### config.mk
export PLATFORM = sky130hd
export DESIGN_NAME = ow_rx_responder
export DESIGN_NICKNAME = d
export VERILOG_FILES = /design/src/rtl/ow_pkg.sv /design/src/rtl/ow_sync_edge.sv /design/src/rtl/ow_rx_responder.sv
export SDC_FILE = /design/constraint.sdc
export NUM_CORES = 1
export LEC_CHECK = 0
export ABC_AREA = 1
export CAP_MARGIN = 10
export CORE_MARGIN = 2
export CORE_UTILIZATION = 40
export CTS_BUF_LIST = sky130_fd_sc_hd__clkbuf_4
export DETAILED_ROUTE_END_ITERATION = 16
export PLACE_DENSITY_LB_ADDON = 0.1
export SLEW_MARGIN = 20
export SYNTH_ARGS = -nofsm -noshare
export SYNTH_HDL_FRONTEND = slang
export SYNTH_SLANG_ARGS = --single-unit
### constraint.sdc
create_clock -name clk -period 2.4 [get_ports clk]
set_input_delay 0.36 -clock clk [delete_from_list [all_inputs] [get_ports clk]]
set_output_delay 0.36 -clock clk [all_outputs]
set_load 0.02 [all_outputs]
### src/rtl/ow_pkg.sv
`default_nettype none
// ============================================================================
// Module  : ow_pkg
// Brief   : Shared FSM/symbol types and pulse-width classifier for ow_rx_responder
// Revision: 1.0
// ============================================================================
package ow_pkg;

    typedef enum logic [1:0] {
        IDLE       = 2'd0,
        LOW        = 2'd1,
        PRES_GAP   = 2'd2,
        PRES_DRIVE = 2'd3
    } ow_state_e;

    typedef enum logic [2:0] {
        SYM_GLITCH = 3'd0,
        SYM_ONE    = 3'd1,
        SYM_ZERO   = 3'd2,
        SYM_FERR   = 3'd3,
        SYM_RESET  = 3'd4
    } ow_sym_e;

    // Cycles from a pad change to the matching edge strobe being consumed.
    localparam int unsigned SYNC_LAT = 3;

    function automatic ow_sym_e classify(
        input int unsigned cnt,
        input int unsigned t_glitch,
        input int unsigned t_one_max,
        input int unsigned t_zero_max,
        input int unsigned t_reset_min
    );
        ow_sym_e sym;
        if (cnt < t_glitch)
            sym = SYM_GLITCH;
        else if (cnt <= t_one_max)
            sym = SYM_ONE;
        else if (cnt <= t_zero_max)
            sym = SYM_ZERO;
        else if (cnt < t_reset_min)
            sym = SYM_FERR;
        else
            sym = SYM_RESET;
        return sym;
    endfunction

endpackage
`default_nettype wire

### src/rtl/ow_sync_edge.sv
`default_nettype none
// ============================================================================
// Module  : ow_sync_edge
// Brief   : Two-flop synchronizer on the bus line plus a one-flop edge detector
// Revision: 1.0
// ============================================================================
module ow_sync_edge (
    input  logic clk,
    input  logic rst,
    input  logic line_i,
    output logic line_s,
    output logic fall,
    output logic rise
);

    logic r_meta;
    logic r_sync;
    logic r_prev;

    // Idle-high bus: all stages reset to 1 so release of reset never looks like an edge.
    always_ff @(posedge clk) begin
        if (rst) begin
            r_meta <= 1'b1;
            r_sync <= 1'b1;
            r_prev <= 1'b1;
        end else begin
            r_meta <= line_i;
            r_sync <= r_meta;
            r_prev <= r_sync;
        end
    end

    assign line_s = r_sync;
    assign fall   = r_prev & ~r_sync;
    assign rise   = ~r_prev & r_sync;

endmodule
`default_nettype wire

### src/rtl/ow_rx_responder.sv
`default_nettype none
// ============================================================================
// Module  : ow_rx_responder
// Brief   : Single-wire receiver: pulse-width bit decode, LSB-first byte stream,
//           presence response to bus reset via open-drain pull-down enable
// Revision: 1.0
// ============================================================================
module ow_rx_responder
    import ow_pkg::*;
#(
    parameter int          CNT_W       = 10,
    parameter int unsigned T_GLITCH    = 2,
    parameter int unsigned T_ONE_MAX   = 15,
    parameter int unsigned T_ZERO_MAX  = 120,
    parameter int unsigned T_RESET_MIN = 480,
    parameter int unsigned PRES_GAP    = 30,
    parameter int unsigned PRES_LEN    = 120
) (
    input  logic       clk,
    input  logic       rst,
    input  logic       line_i,
    output logic       pull_o,
    output logic [7:0] data_o,
    output logic       valid_o,
    input  logic       ready_i,
    output logic       ovf_o,
    output logic       ferr_o,
    output logic       bus_reset_o
);

    localparam logic [CNT_W-1:0] C_CNT_MAX = '1;
    localparam int unsigned      C_TMR_MAX = (PRES_GAP > PRES_LEN) ? PRES_GAP : PRES_LEN;
    localparam int               C_TMR_W   = $clog2(C_TMR_MAX + 1);

    logic                w_line_s;
    logic                w_fall;
    logic                w_rise;

    ow_state_e           r_state;
    ow_state_e           w_state_nxt;
    logic [CNT_W-1:0]    r_cnt;
    logic [C_TMR_W-1:0]  r_tmr;
    logic [C_TMR_W-1:0]  w_tmr_nxt;
    logic [1:0]          r_blank;
    logic [1:0]          w_blank_nxt;
    logic [2:0]          r_bitcnt;
    logic [2:0]          w_bitcnt_nxt;
    logic [7:0]          r_shift;
    logic [7:0]          w_shift_nxt;
    logic [7:0]          w_byte;
    logic                w_byte_done;
    logic                w_ferr;
    logic                w_brst;
    ow_sym_e             w_sym;

    ow_sync_edge u_sync_edge (
        .clk    (clk),
        .rst    (rst),
        .line_i (line_i),
        .line_s (w_line_s),
        .fall   (w_fall),
        .rise   (w_rise)
    );

    assign w_sym  = classify(32'(r_cnt), T_GLITCH, T_ONE_MAX, T_ZERO_MAX, T_RESET_MIN);
    assign pull_o = (r_state == PRES_DRIVE);

    always_comb begin
        w_state_nxt  = r_state;
        w_tmr_nxt    = r_tmr;
        w_blank_nxt  = r_blank;
        w_bitcnt_nxt = r_bitcnt;
        w_shift_nxt  = r_shift;
        w_byte       = {(w_sym == SYM_ONE), r_shift[7:1]};
        w_byte_done  = 1'b0;
        w_ferr       = 1'b0;
        w_brst       = 1'b0;

        case (r_state)
            IDLE: begin
                // Edges caused by our own presence drive are still in the synchronizer.
                if (r_blank != 2'd0)
                    w_blank_nxt = r_blank - 2'd1;
                else if (w_fall)
                    w_state_nxt = LOW;
            end

            LOW: begin
                if (w_rise) begin
                    w_state_nxt = IDLE;
                    case (w_sym)
                        SYM_ONE, SYM_ZERO: begin
                            if (r_bitcnt == 3'd7) begin
                                w_byte_done  = 1'b1;
                                w_bitcnt_nxt = 3'd0;
                                w_shift_nxt  = 8'h00;
                            end else begin
                                w_bitcnt_nxt = r_bitcnt + 3'd1;
                                w_shift_nxt  = w_byte;
                            end
                        end
                        SYM_FERR: begin
                            w_ferr       = 1'b1;
                            w_bitcnt_nxt = 3'd0;
                            w_shift_nxt  = 8'h00;
                        end
                        SYM_RESET: begin
                            w_brst       = 1'b1;
                            w_bitcnt_nxt = 3'd0;
                            w_shift_nxt  = 8'h00;
                            w_tmr_nxt    = '0;
                            w_state_nxt  = ow_pkg::PRES_GAP;
                        end
                        default: ;
                    endcase
                end
            end

            ow_pkg::PRES_GAP: begin
                if (r_tmr == C_TMR_W'(PRES_GAP - 1)) begin
                    w_tmr_nxt   = '0;
                    w_state_nxt = PRES_DRIVE;
                end else begin
                    w_tmr_nxt = r_tmr + 1'b1;
                end
            end

            PRES_DRIVE: begin
                if (r_tmr == C_TMR_W'(PRES_LEN - 1)) begin
                    w_tmr_nxt   = '0;
                    w_blank_nxt = 2'(SYNC_LAT);
                    w_state_nxt = IDLE;
                end else begin
                    w_tmr_nxt = r_tmr + 1'b1;
                end
            end

            default: w_state_nxt = IDLE;
        endcase
    end

    always_ff @(posedge clk) begin
        if (rst) begin
            r_state     <= IDLE;
            r_cnt       <= '0;
            r_tmr       <= '0;
            r_blank     <= 2'd0;
            r_bitcnt    <= 3'd0;
            r_shift     <= 8'h00;
            data_o      <= 8'h00;
            valid_o     <= 1'b0;
            ovf_o       <= 1'b0;
            ferr_o      <= 1'b0;
            bus_reset_o <= 1'b0;
        end else begin
            r_state     <= w_state_nxt;
            r_tmr       <= w_tmr_nxt;
            r_blank     <= w_blank_nxt;
            r_bitcnt    <= w_bitcnt_nxt;
            r_shift     <= w_shift_nxt;
            ferr_o      <= w_ferr;
            bus_reset_o <= w_brst;
            ovf_o       <= 1'b0;

            // The fall cycle is itself low, so the count equals the pulse length.
            if (w_fall)
                r_cnt <= CNT_W'(1);
            else if (!w_line_s && (r_cnt != C_CNT_MAX))
                r_cnt <= r_cnt + 1'b1;

            if (w_byte_done) begin
                if (valid_o && !ready_i) begin
                    ovf_o <= 1'b1;
                end else begin
                    data_o  <= w_byte;
                    valid_o <= 1'b1;
                end
            end else if (valid_o && ready_i) begin
                valid_o <= 1'b0;
            end
        end
    end

endmodule
`default_nettype wire

Word-level counts from Yosys, hierarchy flattened
Cells that the tools add are included.

Add/sub/neg operators: 4. Magnitude comparators: 4. Eq/ne operators: 19. Multiplexer cells: 35. Bitwise operators: 8. Reduce and logical (&&, ||, !) cells: 23.

Operator list (count): 2-to-1 mux 7 bit (4); case mux 7 bit (3 select lines) (1); 2-to-1 mux 2 bit (8); case mux 8 bit (2 select lines) (1); 2-to-1 mux 3 bit (5); 2-to-1 mux 1 bit (12); adder 10 x 1 -> 10 bit, second input constant (1); <= comparator 10 x 4 -> 1 bit, second input constant (1); <= comparator 10 x 7 -> 1 bit, second input constant (1); < comparator 10 x 2 -> 1 bit, second input constant (1); < comparator 10 x 9 -> 1 bit, second input constant (1); != test 10 bit, second input constant (1); nonzero test 2 bit (5); AND reduction 3 bit (3); 2-to-1 mux 8 bit (1); != test 2 x 1 -> 1 bit, second input constant (4); != test 2 bit, second input constant (4); case mux 2 bit (4 select lines) (1); OR reduction 2 bit (4); adder 7 x 1 -> 7 bit, second input constant (1); equality test 7 x 5 -> 1 bit, second input constant (1); equality test 7 bit, second input constant (1); equality test 3 x 2 -> 1 bit, second input constant (2); equality test 3 bit, second input constant (2); other kinds (16) (27).

Register bits: 47. Input bits: 4. Output and inout port bits: 13. Word-level logic and storage cells: 108.

Depth between registers and ports, before layout
Word-level depth: 12. Depth in mapped cells: 9. Gate-level depth less buffers: 9.

Cells and area by module
A second synthesis with hierarchy kept.

Cell total of the unflattened synthesis: 341. Area, all modules: 2461.1 um2.

By module, submodules not included: ow_rx_responder (instances 1, cells each 328, area an instance 2363.5 um2, seq. area each 860.8 um2); ow_sync_edge (instances 1, cells each 13, area an instance 97.6 um2, seq. area each 60.1 um2).

Least setup slack after synthesis
No wires, ideal clock.

Path type: reg-to-reg. Start point: register r_cnt[0]. End point: register r_cnt[1]. Library setup time: 0.116 ns. Data arrival time: 1.340 ns. Data required time: 2.284 ns. Path slack: 0.944 ns. Stages on the path, launching flop included: 9. Buffers on the path: 0. Period minus slack after synthesis: 1.456 ns. Cell sequence: dfxtp_1 ha_1 nand2_1 nor2_1 nand4_1 nand2_2 inv_1 nor2_1 nor2_1.

Word-level cells in the longest chain between the ends: 2. Elaborated cells on any way between the ends: 3. Classes of those cells: add/sub: 1; eq/ne: 1; reduce/logical: 1.

RTL lines: from (decl) (line ow_rx_responder.sv:41) `logic [CNT_W-1:0] r_cnt;`; from (signal assigned) (line ow_rx_responder.sv:169) `r_cnt <= r_cnt + 1'b1;`; branches (longest 2 deep; another with adder 10 x 1 -> 10 bit).

Several ways; the timed one is not identified. A chain may end at the register's enable or synchronous reset.

==> flow_metrics.env <==
export IMPL_status="completed"
export IMPL_synth_largest_area_cell="dfxtp_1"
export IMPL_postCtsSetupRepairBufs=0
export IMPL_drt_pass1_iter_count=4
export IMPL_globalplace_congestion=0.7682
export IMPL_tns_ps=0
export IMPL_cts_buffers=5
export IMPL_core_mm2=0.005507
export IMPL_portBuffers=16
export IMPL_cts_tree="yes"
export IMPL_holdBufCountCts=0
export IMPL_ios=17
export IMPL_initial_core_util_pct=41.56
export IMPL_cp_required_ps=2040
export IMPL_drc=0
export IMPL_path_cells="nand2_1, inv_1, clkdlybuf4s50_1"
export IMPL_mostFrequentLayoutCells="nand2_1, nor2_1, dfxtp_1"
export IMPL_grt_antenna_before_repair=0
export IMPL_yosys_cell_types_count=26
export IMPL_layout_commonest_cell="nand2_1"
export IMPL_ant_nets=0
export IMPL_crit_cells=3
export IMPL_cp_slowest_cell="clkdlybuf4s50_1"
export IMPL_syn_avg_cell_area_um2=6.731
export IMPL_placed_cell_area_mm2=0.002526
export IMPL_worst_pin_slew_ps=556.7
export IMPL_wirelength_um=4613
export IMPL_syn2layout_area_growth_pct=13.78
export IMPL_grt_max_degree=19
export IMPL_grt_pass1_vias=1889
export IMPL_synthCells=340
export IMPL_final_layout_size_suffix_gt1_share_pct=6.648
export IMPL_cap_viol_max_count=0
export IMPL_fin_crit_ps=2149
export IMPL_r2r_slack_ps=710
export IMPL_grt_pass1_wl_um=8107
export IMPL_die_w_um=79.64
export IMPL_critPathKind="reg -> out"
export IMPL_slew_limit_headroom_pct=62.88
export IMPL_clk_pin_slew_ps=130
export IMPL_fmax_mhz=465.2
export IMPL_setup_violations=0
export IMPL_stdcell_area_mm2=0.002604
export IMPL_clockRootBuffer="clkbuf_4"
export IMPL_finalCritPeriodShare_pct=89.56
export IMPL_dieHeight_um=79.64
export IMPL_die_area_mm2=0.006343
export IMPL_routedWlPerCell_um=10.65
export IMPL_rsz0062_at_grt="false"
export IMPL_critPathMaxStageDelay_ps=630
export IMPL_ys_seq_area_share_pct=40.24
export IMPL_via_per_inst=4.792
export IMPL_num_fill_cells=609
export IMPL_ctsResizeCount=0
export IMPL_first_iter_violations=98
export IMPL_cp_end_kind="primary output"
export IMPL_min_path_cells=1
export IMPL_synth_area_top_cells="dfxtp_1, nand2_1, nor2_1, inv_1, nand3_1"
export IMPL_ys_ff_latch=46
export IMPL_synth_top_area_share_pct=40.24
export IMPL_nets=370
export IMPL_syn_num_nets=350
export IMPL_synth_area_mm2=0.002288
export IMPL_hold_viol_final=0
export IMPL_htreeDepth=2
export IMPL_p_leak_nw=1.088
export IMPL_cp_top_family="buffers and inverters"
export IMPL_worstHoldPathType="reg -> reg"
export IMPL_dr_total_vias=2075
export IMPL_hpwl_um=3503
export IMPL_yosysWarnings=0
export IMPL_vdd_drop_max_mv=0.2040
export IMPL_crit_fanout=7
export IMPL_clock_path_buffers=2
export IMPL_worstSkewPairLatency_ps=360
export IMPL_start_kind="register"
export IMPL_r2r_cells=8
export IMPL_num_rows=27
export IMPL_cts_sinks=46
export IMPL_gr_usage_all_layers_pct=16.34
export IMPL_slew_violations=0
export IMPL_skew_ps=6.216
export IMPL_cp_data_arrival_time_ps=1790
export IMPL_crit_buf_inv=2
export IMPL_globalRoute_totalOverflow=0
export IMPL_power_density_mw_per_mm2=504.5
export IMPL_diodes=0
==> path summary, 6_finish.rpt <==
path / startpoint / to
max: register / pull_o
min: u_sync_edge.r_meta / u_sync_edge.line_s
max reg2reg: r_cnt[0] / r_cnt[1]
min reg2reg: u_sync_edge.r_meta / u_sync_edge.line_s
==> routing by layer <==
metal / wire (µm) / GRT usage [%] / vias up
met5: 0 / 0 / -
met4: 64 / 5.690 / 0
met3: 136 / 4.072 / 6
met2: 2199 / 27.31 / 28
met1: 2212 / 20.41 / 927
li1: - / - / 1114
==> cell type report <==
cell class                      count  area (µm²)  area share, %
Clock buffer                        5       37.54          1.442
Clock inverter                      3       40.04          1.538
Inverter                           48       180.2          6.920
Multi-Input combinational cell    241        1160          44.55
Sequential cell                    46       920.9          35.37
Tap cell                           72       90.09          3.460
Timing Repair Buffer               18       175.2          6.728
==> flip-flops by register name, indices dropped and copies added (netlist names), 2 cells and up, named ones only <==
name and flops:
r_shift 7, r_bitcnt 3, data_o 8, r_tmr 7, r_blank 2, r_cnt 10
==> stage by stage <==
step / total power [W] / utilization [%] / hold slack [ps] / instances / worst slack [ps]
2_1_floorplan: 0.0008439 / - / 389.5 / 340 / 944.0
3_5_place_dp: 0.0008646 / 45.88 / 397.8 / 425 / 681.7
4_1_cts: 0.001339 / 47.28 / 429.7 / 433 / 239.1
6_report: 0.001314 / 47.28 / 425.5 / 433 / 250.5
5_1_grt: 0.001382 / 47.28 / 446.7 / 433 / 135.3
3_3_place_gp: 0.0008640 / 45.88 / 393.0 / 425 / 676.4
==> report_power, final <==
part / switching (W) / leakage [nW] / internal, W
Sequential: 0.00000883 / 0.371 / 0.000771
Clock: 0.000251 / 0.0450 / 0.000216
Combinational: 0.0000439 / 0.671 / 0.0000233
Total: 0.000303 / 1.09 / 0.00101
==> Yosys cell counts <==
cell / count
a21oi_1: 24
a31oi_1: 1
buf_2: 1
buf_6: 1
clkbuf_1: 3
dfxtp_1: 46
ha_1: 6
inv_1: 45
inv_2: 3
nand2_1: 86
nand2_2: 2
nand3_1: 32
nand4_1: 8
nor2_1: 51
nor2_2: 3
nor2_4: 2
nor3_1: 3
nor3_4: 1
o211ai_1: 3
o21ai_0: 7
o21ai_1: 2
o21ai_2: 1
o21bai_1: 1
or2_2: 2
xnor2_1: 2
xor2_1: 4
==> cells by family after synthesis <==
group / synth area share, %
AO/OA/AOI/OAI: 9.186
adder cells (fa/ha/maj): 3.280
buffers and inverters: 9.076
AND/OR/NAND/NOR: 35.92
XOR/XNOR: 2.296
flip-flops: 40.24
No activity file was read; power rests on OpenSTA's default activity.
